`src/rtl/keypad_pkg.sv`:
```
// Shared types and helpers for the matrix keypad scanner.
// Segment encoding is active-low {g,f,e,d,c,b,a}; used only when KEYPAD_SEG7_EN is defined.
package keypad_pkg;

    typedef enum logic [1:0] {
        SCAN     = 2'd0,
        DEBOUNCE = 2'd1,
        HELD     = 2'd2,
        RELEASE  = 2'd3
    } kp_state_e;

    localparam logic [6:0] SEG_BLANK = 7'b1111111;
    localparam logic [6:0] SEG_DASH  = 7'b0111111;

    // Codes above 0xF have no hex glyph and show a dash instead.
    function automatic logic [6:0] hex_to_seg7(input logic [7:0] code);
        logic [6:0] seg;
        seg = SEG_DASH;
        if (code <= 8'd15) begin
            case (code[3:0])
                4'h0: seg = 7'b1000000;
                4'h1: seg = 7'b1111001;
                4'h2: seg = 7'b0100100;
                4'h3: seg = 7'b0110000;
                4'h4: seg = 7'b0011001;
                4'h5: seg = 7'b0010010;
                4'h6: seg = 7'b0000010;
                4'h7: seg = 7'b1111000;
                4'h8: seg = 7'b0000000;
                4'h9: seg = 7'b0010000;
                4'hA: seg = 7'b0001000;
                4'hB: seg = 7'b0000011;
                4'hC: seg = 7'b1000110;
                4'hD: seg = 7'b0100001;
                4'hE: seg = 7'b0000110;
                default: seg = 7'b0001110;
            endcase
        end
        return seg;
    endfunction

endpackage

```
`src/rtl/keypad_debounce_cnt.sv`:
```
// Tick-qualified stability counter; term_o flags that the next counted tick
// completes DEBOUNCE_TICKS consecutive stable ticks.
module keypad_debounce_cnt #(
    parameter int DEBOUNCE_TICKS = 4
) (
    input  logic clk,
    input  logic rst,
    input  logic tick_i,
    input  logic clr_i,
    input  logic inc_i,
    output logic term_o
);

    localparam int CW     = (DEBOUNCE_TICKS < 2) ? 1 : $clog2(DEBOUNCE_TICKS);
    localparam int TERM_I = (DEBOUNCE_TICKS >= 2) ? DEBOUNCE_TICKS - 2 : 0;
    localparam logic [CW-1:0] TERM = CW'(TERM_I);

    logic [CW-1:0] cnt_q, cnt_d;

    always_comb begin
        cnt_d = cnt_q;
        if (tick_i) begin
            if (clr_i)      cnt_d = '0;
            else if (inc_i) cnt_d = cnt_q + 1'b1;
        end
    end

    always_ff @(posedge clk or negedge rst) begin
        if (!rst) cnt_q <= '0;
        else      cnt_q <= cnt_d;
    end

    // The capture tick counts as the first stable one, so compare pre-increment.
    assign term_o = (cnt_q >= TERM);

endmodule

```
`src/rtl/keypad_scan_ctrl.sv`:
```
// Parametrised matrix-keypad scanner: column drive, debounce FSM and key handshake.
// Optional 7-segment readout of the last loaded code when KEYPAD_SEG7_EN is defined.
module keypad_scan_ctrl
    import keypad_pkg::*;
#(
    parameter int ROWS           = 4,
    parameter int COLS           = 4,
    parameter int SCAN_DIV       = 50000,
    parameter int DEBOUNCE_TICKS = 4,
    localparam int CODE_W        = $clog2(ROWS * COLS)
) (
    input  logic              clk,
    input  logic              rst,
    input  logic [ROWS-1:0]   row_signal,
    output logic [COLS-1:0]   col_signal,
    output logic [CODE_W-1:0] key_code,
    output logic              key_valid,
    input  logic              key_ready,
    output logic              key_held,
    output logic              key_lost
`ifdef KEYPAD_SEG7_EN
    ,
    output logic [6:0]        seg_data
`endif
);

    localparam int DIV_W = $clog2(SCAN_DIV);
    localparam int COL_W = $clog2(COLS);
    localparam int ROW_W = $clog2(ROWS);

    logic [ROWS-1:0]   row_s1_q, row_s2_q;
    logic [DIV_W-1:0]  div_q, div_d;
    kp_state_e         state_q, state_d;
    logic [COL_W-1:0]  col_q, col_d, col_next;
    logic [ROW_W-1:0]  row_sel_q, row_sel_d, low_idx;
    logic [CODE_W-1:0] code_q, code_d, new_code;
    logic              valid_q, valid_d, held_q, held_d, lost_q, lost_d;
    logic              tick, low_any, row_low, load;
    logic              cnt_clr, cnt_inc, cnt_term, accept, release_acc;

    always_ff @(posedge clk or negedge rst) begin
        if (!rst) begin
            row_s1_q <= '1;
            row_s2_q <= '1;
        end else begin
            row_s1_q <= row_signal;
            row_s2_q <= row_s1_q;
        end
    end

    assign tick  = (div_q == DIV_W'(SCAN_DIV - 1));
    assign div_d = tick ? '0 : div_q + 1'b1;

    assign col_next = (col_q == COL_W'(COLS - 1)) ? '0 : col_q + 1'b1;
    assign low_any  = |(~row_s2_q);
    assign row_low  = ~row_s2_q[row_sel_q];
    assign new_code = CODE_W'(int'(row_sel_q) * COLS + int'(col_q));

    // Descending scan so the lowest-index low row wins.
    always_comb begin
        low_idx = '0;
        for (int r = ROWS - 1; r >= 0; r--) begin
            if (!row_s2_q[r]) low_idx = ROW_W'(r);
        end
    end

    keypad_debounce_cnt #(
        .DEBOUNCE_TICKS(DEBOUNCE_TICKS)
    ) u_cnt (
        .clk    (clk),
        .rst    (rst),
        .tick_i (tick),
        .clr_i  (cnt_clr),
        .inc_i  (cnt_inc),
        .term_o (cnt_term)
    );

    always_comb begin
        state_d     = state_q;
        col_d       = col_q;
        row_sel_d   = row_sel_q;
        cnt_clr     = 1'b0;
        cnt_inc     = 1'b0;
        accept      = 1'b0;
        release_acc = 1'b0;
        if (tick) begin
            case (state_q)
                SCAN: begin
                    if (low_any) begin
                        row_sel_d = low_idx;
                        cnt_clr   = 1'b1;
                        state_d   = DEBOUNCE;
                    end else begin
                        col_d = col_next;
                    end
                end
                DEBOUNCE: begin
                    if (row_low) begin
                        cnt_inc = 1'b1;
                        if (cnt_term) begin
                            accept  = 1'b1;
                            state_d = HELD;
                        end
                    end else begin
                        state_d = SCAN;
                        col_d   = col_next;
                    end
                end
                HELD: begin
                    if (!row_low) begin
                        cnt_clr = 1'b1;
                        state_d = RELEASE;
                    end
                end
                RELEASE: begin
                    if (!row_low) begin
                        cnt_inc = 1'b1;
                        if (cnt_term) begin
                            release_acc = 1'b1;
                            state_d     = SCAN;
                            col_d       = col_next;
                        end
                    end else begin
                        state_d = HELD;
                    end
                end
                default: state_d = SCAN;
            endcase
        end
    end

    // A press arriving while the previous code is still undelivered is dropped.
    always_comb begin
        valid_d = valid_q;
        code_d  = code_q;
        held_d  = held_q;
        lost_d  = 1'b0;
        load    = 1'b0;
        if (accept) begin
            held_d = 1'b1;
            if (!valid_q || key_ready) begin
                load    = 1'b1;
                code_d  = new_code;
                valid_d = 1'b1;
            end else begin
                lost_d = 1'b1;
            end
        end else if (valid_q && key_ready) begin
            valid_d = 1'b0;
        end
        if (release_acc) held_d = 1'b0;
    end

    always_ff @(posedge clk or negedge rst) begin
        if (!rst) begin
            div_q     <= '0;
            state_q   <= SCAN;
            col_q     <= '0;
            row_sel_q <= '0;
            code_q    <= '0;
            valid_q   <= 1'b0;
            held_q    <= 1'b0;
            lost_q    <= 1'b0;
        end else begin
            div_q     <= div_d;
            state_q   <= state_d;
            col_q     <= col_d;
            row_sel_q <= row_sel_d;
            code_q    <= code_d;
            valid_q   <= valid_d;
            held_q    <= held_d;
            lost_q    <= lost_d;
        end
    end

    assign col_signal = ~(COLS'(1) << col_q);
    assign key_code   = code_q;
    assign key_valid  = valid_q;
    assign key_held   = held_q;
    assign key_lost   = lost_q;

`ifdef KEYPAD_SEG7_EN
    logic [6:0] seg_q, seg_d;

    assign seg_d = load ? hex_to_seg7(8'(new_code)) : seg_q;

    always_ff @(posedge clk or negedge rst) begin
        if (!rst) seg_q <= SEG_BLANK;
        else      seg_q <= seg_d;
    end

    assign seg_data = seg_q;
`endif

endmodule

```
`config.mk`:
```
export PLATFORM = sky130hd
export DESIGN_NAME = keypad_scan_ctrl
export DESIGN_NICKNAME = d
export VERILOG_FILES = /design/src/rtl/keypad_pkg.sv /design/src/rtl/keypad_debounce_cnt.sv /design/src/rtl/keypad_scan_ctrl.sv
export SDC_FILE = /design/constraint.sdc
export NUM_CORES = 1
export LEC_CHECK = 0
export CAP_MARGIN = 20
export CORE_ASPECT_RATIO = 0.75
export CORE_MARGIN = 3
export CORE_UTILIZATION = 53
export CTS_BUF_LIST = sky130_fd_sc_hd__clkbuf_4 sky130_fd_sc_hd__clkbuf_8
export CTS_CLUSTER_DIAMETER = 150
export DETAILED_ROUTE_END_ITERATION = 16
export PLACE_DENSITY = 0.8
export SLEW_MARGIN = 20
export SYNTH_ARGS = -nofsm -noshare
export SYNTH_HDL_FRONTEND = slang
export SYNTH_SLANG_ARGS = --single-unit
```
`constraint.sdc`:
```
create_clock -name clk -period 2.2 [get_ports clk]
set_input_delay 0.33 -clock clk [delete_from_list [all_inputs] [get_ports clk]]
set_output_delay 0.33 -clock clk [all_outputs]
set_load 0.005 [all_outputs]
```
==> out/results.ini, run 1 <==
[run_status]
run_status=complete, but fails checks
failed_checks=setup timing

[hold_path]
worstHoldPathType=in -> async

[clock_tree]
cts_made_buffers=5
cts.path.max_buffers=2
clock_latency_ps=300
hold_buffers=0
h-tree-depth=2
cts_tree=built
clock-sinks=39
cts_root_buffer=clkbuf_8
cts.clk_slew.worst_paths_ps=70

[placed_design]
globalplace.congestion=0.939
hpwl_um=2840
post-place-ws_ps=-51.9
dp_cells=238
port_buffers=17
placed_area_um2=2190

[routing]
postRouteAntennaNets=0
drt-pass1-iter-count=4
drc=0
routed-via-count=1492
drt-vias-per-instance=5.99
initialDrtViolationCount=98
routedWlPerCell_um=17.4
wl_um=4340

[global_route]
grtUsageTotal_pct=22.6
grt_pass1_wl_um=7200
grt_pass1_vias=1504
grt_max_degree=40
antenna_found_initial=0
overflow=0

[final_layout]
final_common_cell=dfrtp_1
nNetsFinal=223
multi_input_area_um2=860
final_cells=249
diodes=0
final_area_um2=2400
drive_gt1_share_pct=26.5
most-common-layout-cells=dfrtp_1, buf_4, clkdlybuf4s50_1
register_area_um2=986
fill_cells=198
syn2layout_area_growth_pct=28.9

[sta]
rsz0062_at_grt=true
min_period_over_period_pct=103
fin_ws_ps=-61.2
slew_headroom_pct=45.1
slew_violations=0
setup_viol=5
tightest_slew_ps=824
clock_skew_ps=3.99
holdWs_ps=122
hold_viol_final=0
fmax_mhz=442
finalWorstPathRequiredPeriod_ps=2260

[logic_synthesis]
ys_types=40
synth_seq_area_share_pct=53.0
netlist_area_um2=1860
syn_avg_cell_area_um2=11.0
synthCells=169
ys.warnings.count=0
synthesis.nets=182
synth_seq_cells=39

[power]
p_leak_nw=1.06
total_power_mw=1.49
p_per_area_nw_per_um2=621
peakVddDrop_v=0.000481

[floorplan]
design.core.area_um2=3150
io_pins=18
die_w_um=74.4
dieArea_um2=4260
rows=17
initial_core_util_pct=59.1
die_h_um=57.3

[worst_setup_path]
critPathKind=reg -> reg
crit_fanout=4
critPathLaunchType=flop
crit_path_end_kind=flop
critPathArrivalTime_ps=2450
worstPathRequired_ps=2390

[flow_run]
cap_violations=0

==> critical path, cell delays in order (launching register included) <==
cell and delay (ps):
dfrtp_1 380, or4b_4 560, or4_4 560, nor4_4 140
buf_4 200, mux2_4 310
==> cell type report <==
cell class	instances	share of cell area, %
clock buffer	6	3.18
clock inverter	2	2.51
inverter	12	1.88
multi-input combinational	115	35.9
sequential	39	41.1
tap	38	1.98
timing repair buffer	37	13.5
==> cells by family (layout without fill, tap and decap cells) <==
kind of cell	count (synthesis)	in the layout	synth area share (%)
AND/OR/NAND/NOR	67	67	20.9
adder cells (fa/ha/maj)	6	6	4.04
XOR/XNOR	12	12	5.65
flip-flops	39	39	53.0
buffers and inverters	15	57	3.03
multiplexers	9	9	5.99
AO/OA/AOI/OAI	21	21	7.40
==> synthesized netlist by cell type <==
cell	count	area, µm²
clkbuf_1	3	11.3
o211ai_1	1	7.51
or4b_1	1	10.0
nand3_1	8	40.0
and4_1	1	8.76
nand2_1	12	45.0
dfstp_2	8	210
or4_4	1	11.3
xnor2_1	5	43.8
or4_1	1	7.51
mux2_2	6	67.6
a21boi_0	2	15.0
xor2_1	7	61.3
dfrtp_1	31	776
nand4_1	5	31.3
ha_1	6	75.1
o311ai_0	1	8.76
inv_1	12	45.0
a31o_2	2	17.5
a211o_1	1	8.76
a2111o_1	1	11.3
nor3_1	3	15.0
nand4b_1	1	8.76
mux2i_1	1	10.0
or2_2	2	12.5
nor4_4	1	21.3
or3b_1	1	8.76
nor4_1	3	18.8
o21ai_0	7	35.0
a21oi_1	3	15.0
nor2b_1	1	6.26
or4b_4	1	13.8
nand2b_1	4	25.0
mux2_1	1	11.3
or4bb_1	2	22.5
a31oi_1	3	18.8
nor2_1	15	56.3
mux4_2	1	22.5
and2_1	2	12.5
and3_1	2	12.5
==> stage by stage <==
stage,util [%],setup TNS (ps)
after floorplan,-,0
after global placement,69.6,0
after detailed placement,69.6,-175
after CTS,75.2,-32.7
after global routing,76.2,-468
final,76.2,-232
==> metal layers <==
layer | GRT usage, % | part of all wire [%]
met1 | 30.0 | 41
met4 | 8.88 | 2.2
met2 | 34.8 | 48
met5 | 0 | 0
met3 | 6.69 | 8.5
==> state kept, by name (all words and copies together), names as in the netlist, named ones only <==
register,flops
col_q,2
u_cnt.cnt_q,2
row_s2_q,4
key_held,1
row_sel_q,2
key_lost,1
row_s1_q,4
key_code,4
key_valid,1
div_q,16
state_q,1
==> worst paths after layout <==
check / startpoint / end / slack (ps) / cells past startpoint
worst max-delay path: div_q[12]$_DFF_PN0_ / key_code[0]$_DFFE_PN0P_ / -60 / 5
worst min-delay path: rst / col_q[0]$_DFFE_PN0P_ / 120 / 1
worst max register to register: div_q[12]$_DFF_PN0_ / key_code[0]$_DFFE_PN0P_ / -60 / 5
worst min register to register: row_s1_q[1]$_DFF_PN1_ / row_s2_q[1]$_DFF_PN1_ / 360 / 0
max in group asynchronous: rst / div_q[13]$_DFF_PN0_ / 1560 / 1
min in group clk: row_s1_q[1]$_DFF_PN1_ / row_s2_q[1]$_DFF_PN1_ / 360 / 0
==> power by group <==
group | internal [mW] | switching [mW]
Sequential | 0.730 | 0.00428
Combinational | 0.0129 | 0.0215
Clock | 0.466 | 0.254
==> what timing repair did <==
| action | CTS | global route |
|---|---|---|
| pin swaps | 0 | 2 |
| setup endpoints to repair | 5 | 9 |
| setup buffers | 2 | 1 |
| resized for setup | 7 | 5 |
Note: power is estimated with default switching activity, not from simulation.
==> inputs of run 2 (changes only) <==
--- a/config.mk
+++ b/config.mk
@@ -12,6 +12,7 @@
 export CTS_BUF_LIST = sky130_fd_sc_hd__clkbuf_4 sky130_fd_sc_hd__clkbuf_8
 export CTS_CLUSTER_DIAMETER = 150
 export DETAILED_ROUTE_END_ITERATION = 16
+export GPL_ROUTABILITY_DRIVEN = 0
 export PLACE_DENSITY = 0.8
 export SLEW_MARGIN = 20
 export SYNTH_ARGS = -nofsm -noshare
==> run 2 against run 1 <==
  * The run still ends with setup timing left
  * Via count down 2.1%
  * Clock power down 32%
  * Sequential share of layout area up 1.6 points
  * First-iteration DRC count up 62%
  * Setup slack better by 14 ps
  * Critical endpoint is now key_code[2]$_DFFE_PN0P_
  * Worst hold slack better by 12 ps
  * Critical path type unchanged
  * Power down 16%
  * Highest routed layer unchanged
  * Fmax up 0.64%
  * Register-to-register slack about the same
  * Sequential cell count unchanged
==> out/results.ini, run 2 (synthesized netlist as in run 1, its figures left out) <==
[power]
clockPowerShare_pct=38.9  ; -9.5 points
total_power_mw=1.26  ; -16%
p_int_uw=976  ; -19%
p_per_area_nw_per_um2=545  ; -12%
p_switching_uw=280  ; about the same
peakVddDrop_v=0.000506  ; +5.1%
p_leak_nw=1.02  ; -3.5%
pwr-share-comb_pct=2.7  ; +0.4 points
netSwitchingFraction_pct=22.3  ; +3.5 points
share_seq_of_total_power_pct=58.4  ; +9.1 points

[sta]
tns_ps=-164  ; +67.0 ps
min_period_over_period_pct=102  ; -0.65 points
fmax_mhz=445  ; +0.64%
finalWorstPathRequiredPeriod_ps=2250  ; -14.4 ps
setup_viol=4  ; -1
slew_violations=0  ; unchanged
slew_headroom_pct=43.6  ; -1.5 points
fin_ws_ps=-46.8  ; +14.4 ps
tightest_slew_ps=846  ; +22.1 ps
hold_viol_final=0  ; unchanged
clock_skew_ps=4.43  ; +0.437 ps
rsz0062_at_grt=true

[floorplan]
die_h_um=57.3  ; unchanged
design.core.area_um2=3150  ; unchanged
io_pins=18  ; unchanged
die_w_um=74.4  ; unchanged
dieArea_um2=4260  ; unchanged
initial_core_util_pct=59.1  ; unchanged
rows=17  ; unchanged

[worst_setup_path]
path_buf_inv=0  ; -1
reg2reg_slack_ps=-50  ; about the same
startpoint=div_q[7]$_DFF_PN0_
critical-path-max-stage-delay_ps=560  ; about the same
crit_fanout=4  ; unchanged
crit_path_end_kind=flop
critPathLaunchType=flop
ff2ff_path_depth=4  ; -1
cp.depth=4  ; -1
worstPathRequired_ps=2390  ; about the same
cp_slowest_cell=or4_4
cp_cell_sequence=or4b_4, or4_4, nor4_4, mux2_2
worstReg2RegEnd=key_code[2]$_DFFE_PN0P_
cpLargestDelayFamily=simple AND/OR/NAND/NOR gates
critPathArrivalTime_ps=2430  ; -20 ps
critPathKind=reg -> reg
crit_path_end=key_code[2]$_DFFE_PN0P_
r2r-start=div_q[7]$_DFF_PN0_

[flow_run]
cap_violations=0  ; unchanged

[clock_tree]
hold_buffers=0  ; unchanged
cts.path.max_buffers=2  ; unchanged
cts.clk_slew.worst_paths_ps=70  ; about the same
h-tree-depth=2  ; unchanged
clock_latency_ps=300  ; about the same
clock-sinks=39  ; unchanged
cts_tree=built
cts_made_buffers=5  ; unchanged
cts_root_buffer=clkbuf_8

[routing]
routedWlPerCell_um=16.4  ; -6.1%
postRouteAntennaNets=0  ; unchanged
drt-vias-per-instance=5.91  ; -1.4%
routed-via-count=1460  ; -2.1%
initialDrtViolationCount=159  ; +62%
wl_um=4040  ; -6.8%
drc=0  ; unchanged
drt-pass1-iter-count=4  ; unchanged

[final_layout]
drive_gt1_share_pct=25.4  ; -1.2 points
syn2layout_area_growth_pct=24.1
largest-register=div_q
fill_cells=218  ; +10%
diodes=0  ; unchanged
final_common_cell=dfrtp_1
most-common-layout-cells=dfrtp_1, buf_4, clkdlybuf4s50_1
nNetsFinal=221  ; -0.90%
largest_reg_flops=16  ; unchanged

[placed_design]
hpwl_um=2950  ; +3.9%
port_buffers=17  ; unchanged

[global_route]
grtUsageTotal_pct=22.3  ; -0.31 points
antenna_found_initial=0  ; unchanged
overflow=0  ; unchanged
grt_max_degree=40  ; unchanged
grt_pass1_vias=1469  ; -2.3%
grt_pass1_wl_um=7030  ; -2.3%

[run_status]
failed_checks=setup timing
run_status=complete, but fails checks

[hold_path]
worstHoldPathType=in -> async

==> run 2: changes by cell type in the layout (fill, tap and decap cells not counted), sizes merged <==
cell,delta
buf,-2
bufinv,-2
clkinv,+1
clkinvlp,+1
==> run 2: through the flow <==
step / hold WS (ps) / utilization [%] / setup slack [ps] / instances / instance area [µm²]
final: 134 / 73.3 / -46.8 / 247 / 2310
after global routing: 192 / 73.3 / -96.7 / 247 / 2310
after CTS: 151 / 72.9 / -34.5 / 246 / 2290
after detailed placement: 348 / 69.6 / -36.0 / 238 / 2190
after global placement: 346 / 69.6 / -1.35 / 238 / 2190
after floorplan: 34.4 / - / 2.51 / 169 / 1860
==> run 2: repair_timing <==
item,CTS,global route
setup endpoints to repair,7,11
gates resized for setup,4,2
pin swaps,0,4
cloned,0,0
setup buffers,0,1
==> run 2: per-layer routing <==
| layer | track usage, % | wire (µm) | vias to the layer above |
|---|---|---|---|
| met2 | 34.7 | 1980 | 36 |
| met5 | 0 | 0 | - |
| met4 | 8.88 | 74 | 0 |
| met1 | 30.1 | 1780 | 746 |
| li1 | - | - | 669 |
| met3 | 5.28 | 203 | 9 |
==> run 2: area by class of cell <==
| cell class | count | area, µm² | area share, % |
|---|---|---|---|
| clock inverter | 2 | 12.5 | 0.542 |
| tap | 38 | 47.5 | 2.06 |
| clock buffer | 6 | 76.3 | 3.31 |
| multi-input combinational | 115 | 836 | 36.2 |
| sequential | 39 | 986 | 42.7 |
| inverter | 12 | 45.0 | 1.95 |
| timing repair buffer | 35 | 304 | 13.2 |
==> run 2: how the worst min path moves through the flow <==
stage                                      from                    endpoint  slack [ps]  cells past startpoint
after floorplan                             rst  asynchronous set/reset pin          30                      0
after global placement    row_s1_q[3]$_DFF_PN1_       row_s2_q[3]$_DFF_PN1_         350                      0
after detailed placement  row_s1_q[3]$_DFF_PN1_       row_s2_q[3]$_DFF_PN1_         350                      0
after CTS                                   rst  asynchronous set/reset pin         150                      1
after global routing                        rst  asynchronous set/reset pin         190                      1
final                                       rst  asynchronous set/reset pin         130                      1
==> run 2: power by group through the flow <==
stage                     Sequential, mW  Combinational (mW)  Clock [mW]
final                              0.734              0.0337       0.489
after global routing               0.735              0.0388       0.538
after CTS                          0.734              0.0346       0.503
after detailed placement           0.748              0.0342           0
after global placement             0.747              0.0332           0
after floorplan                    0.746             0.00933           0
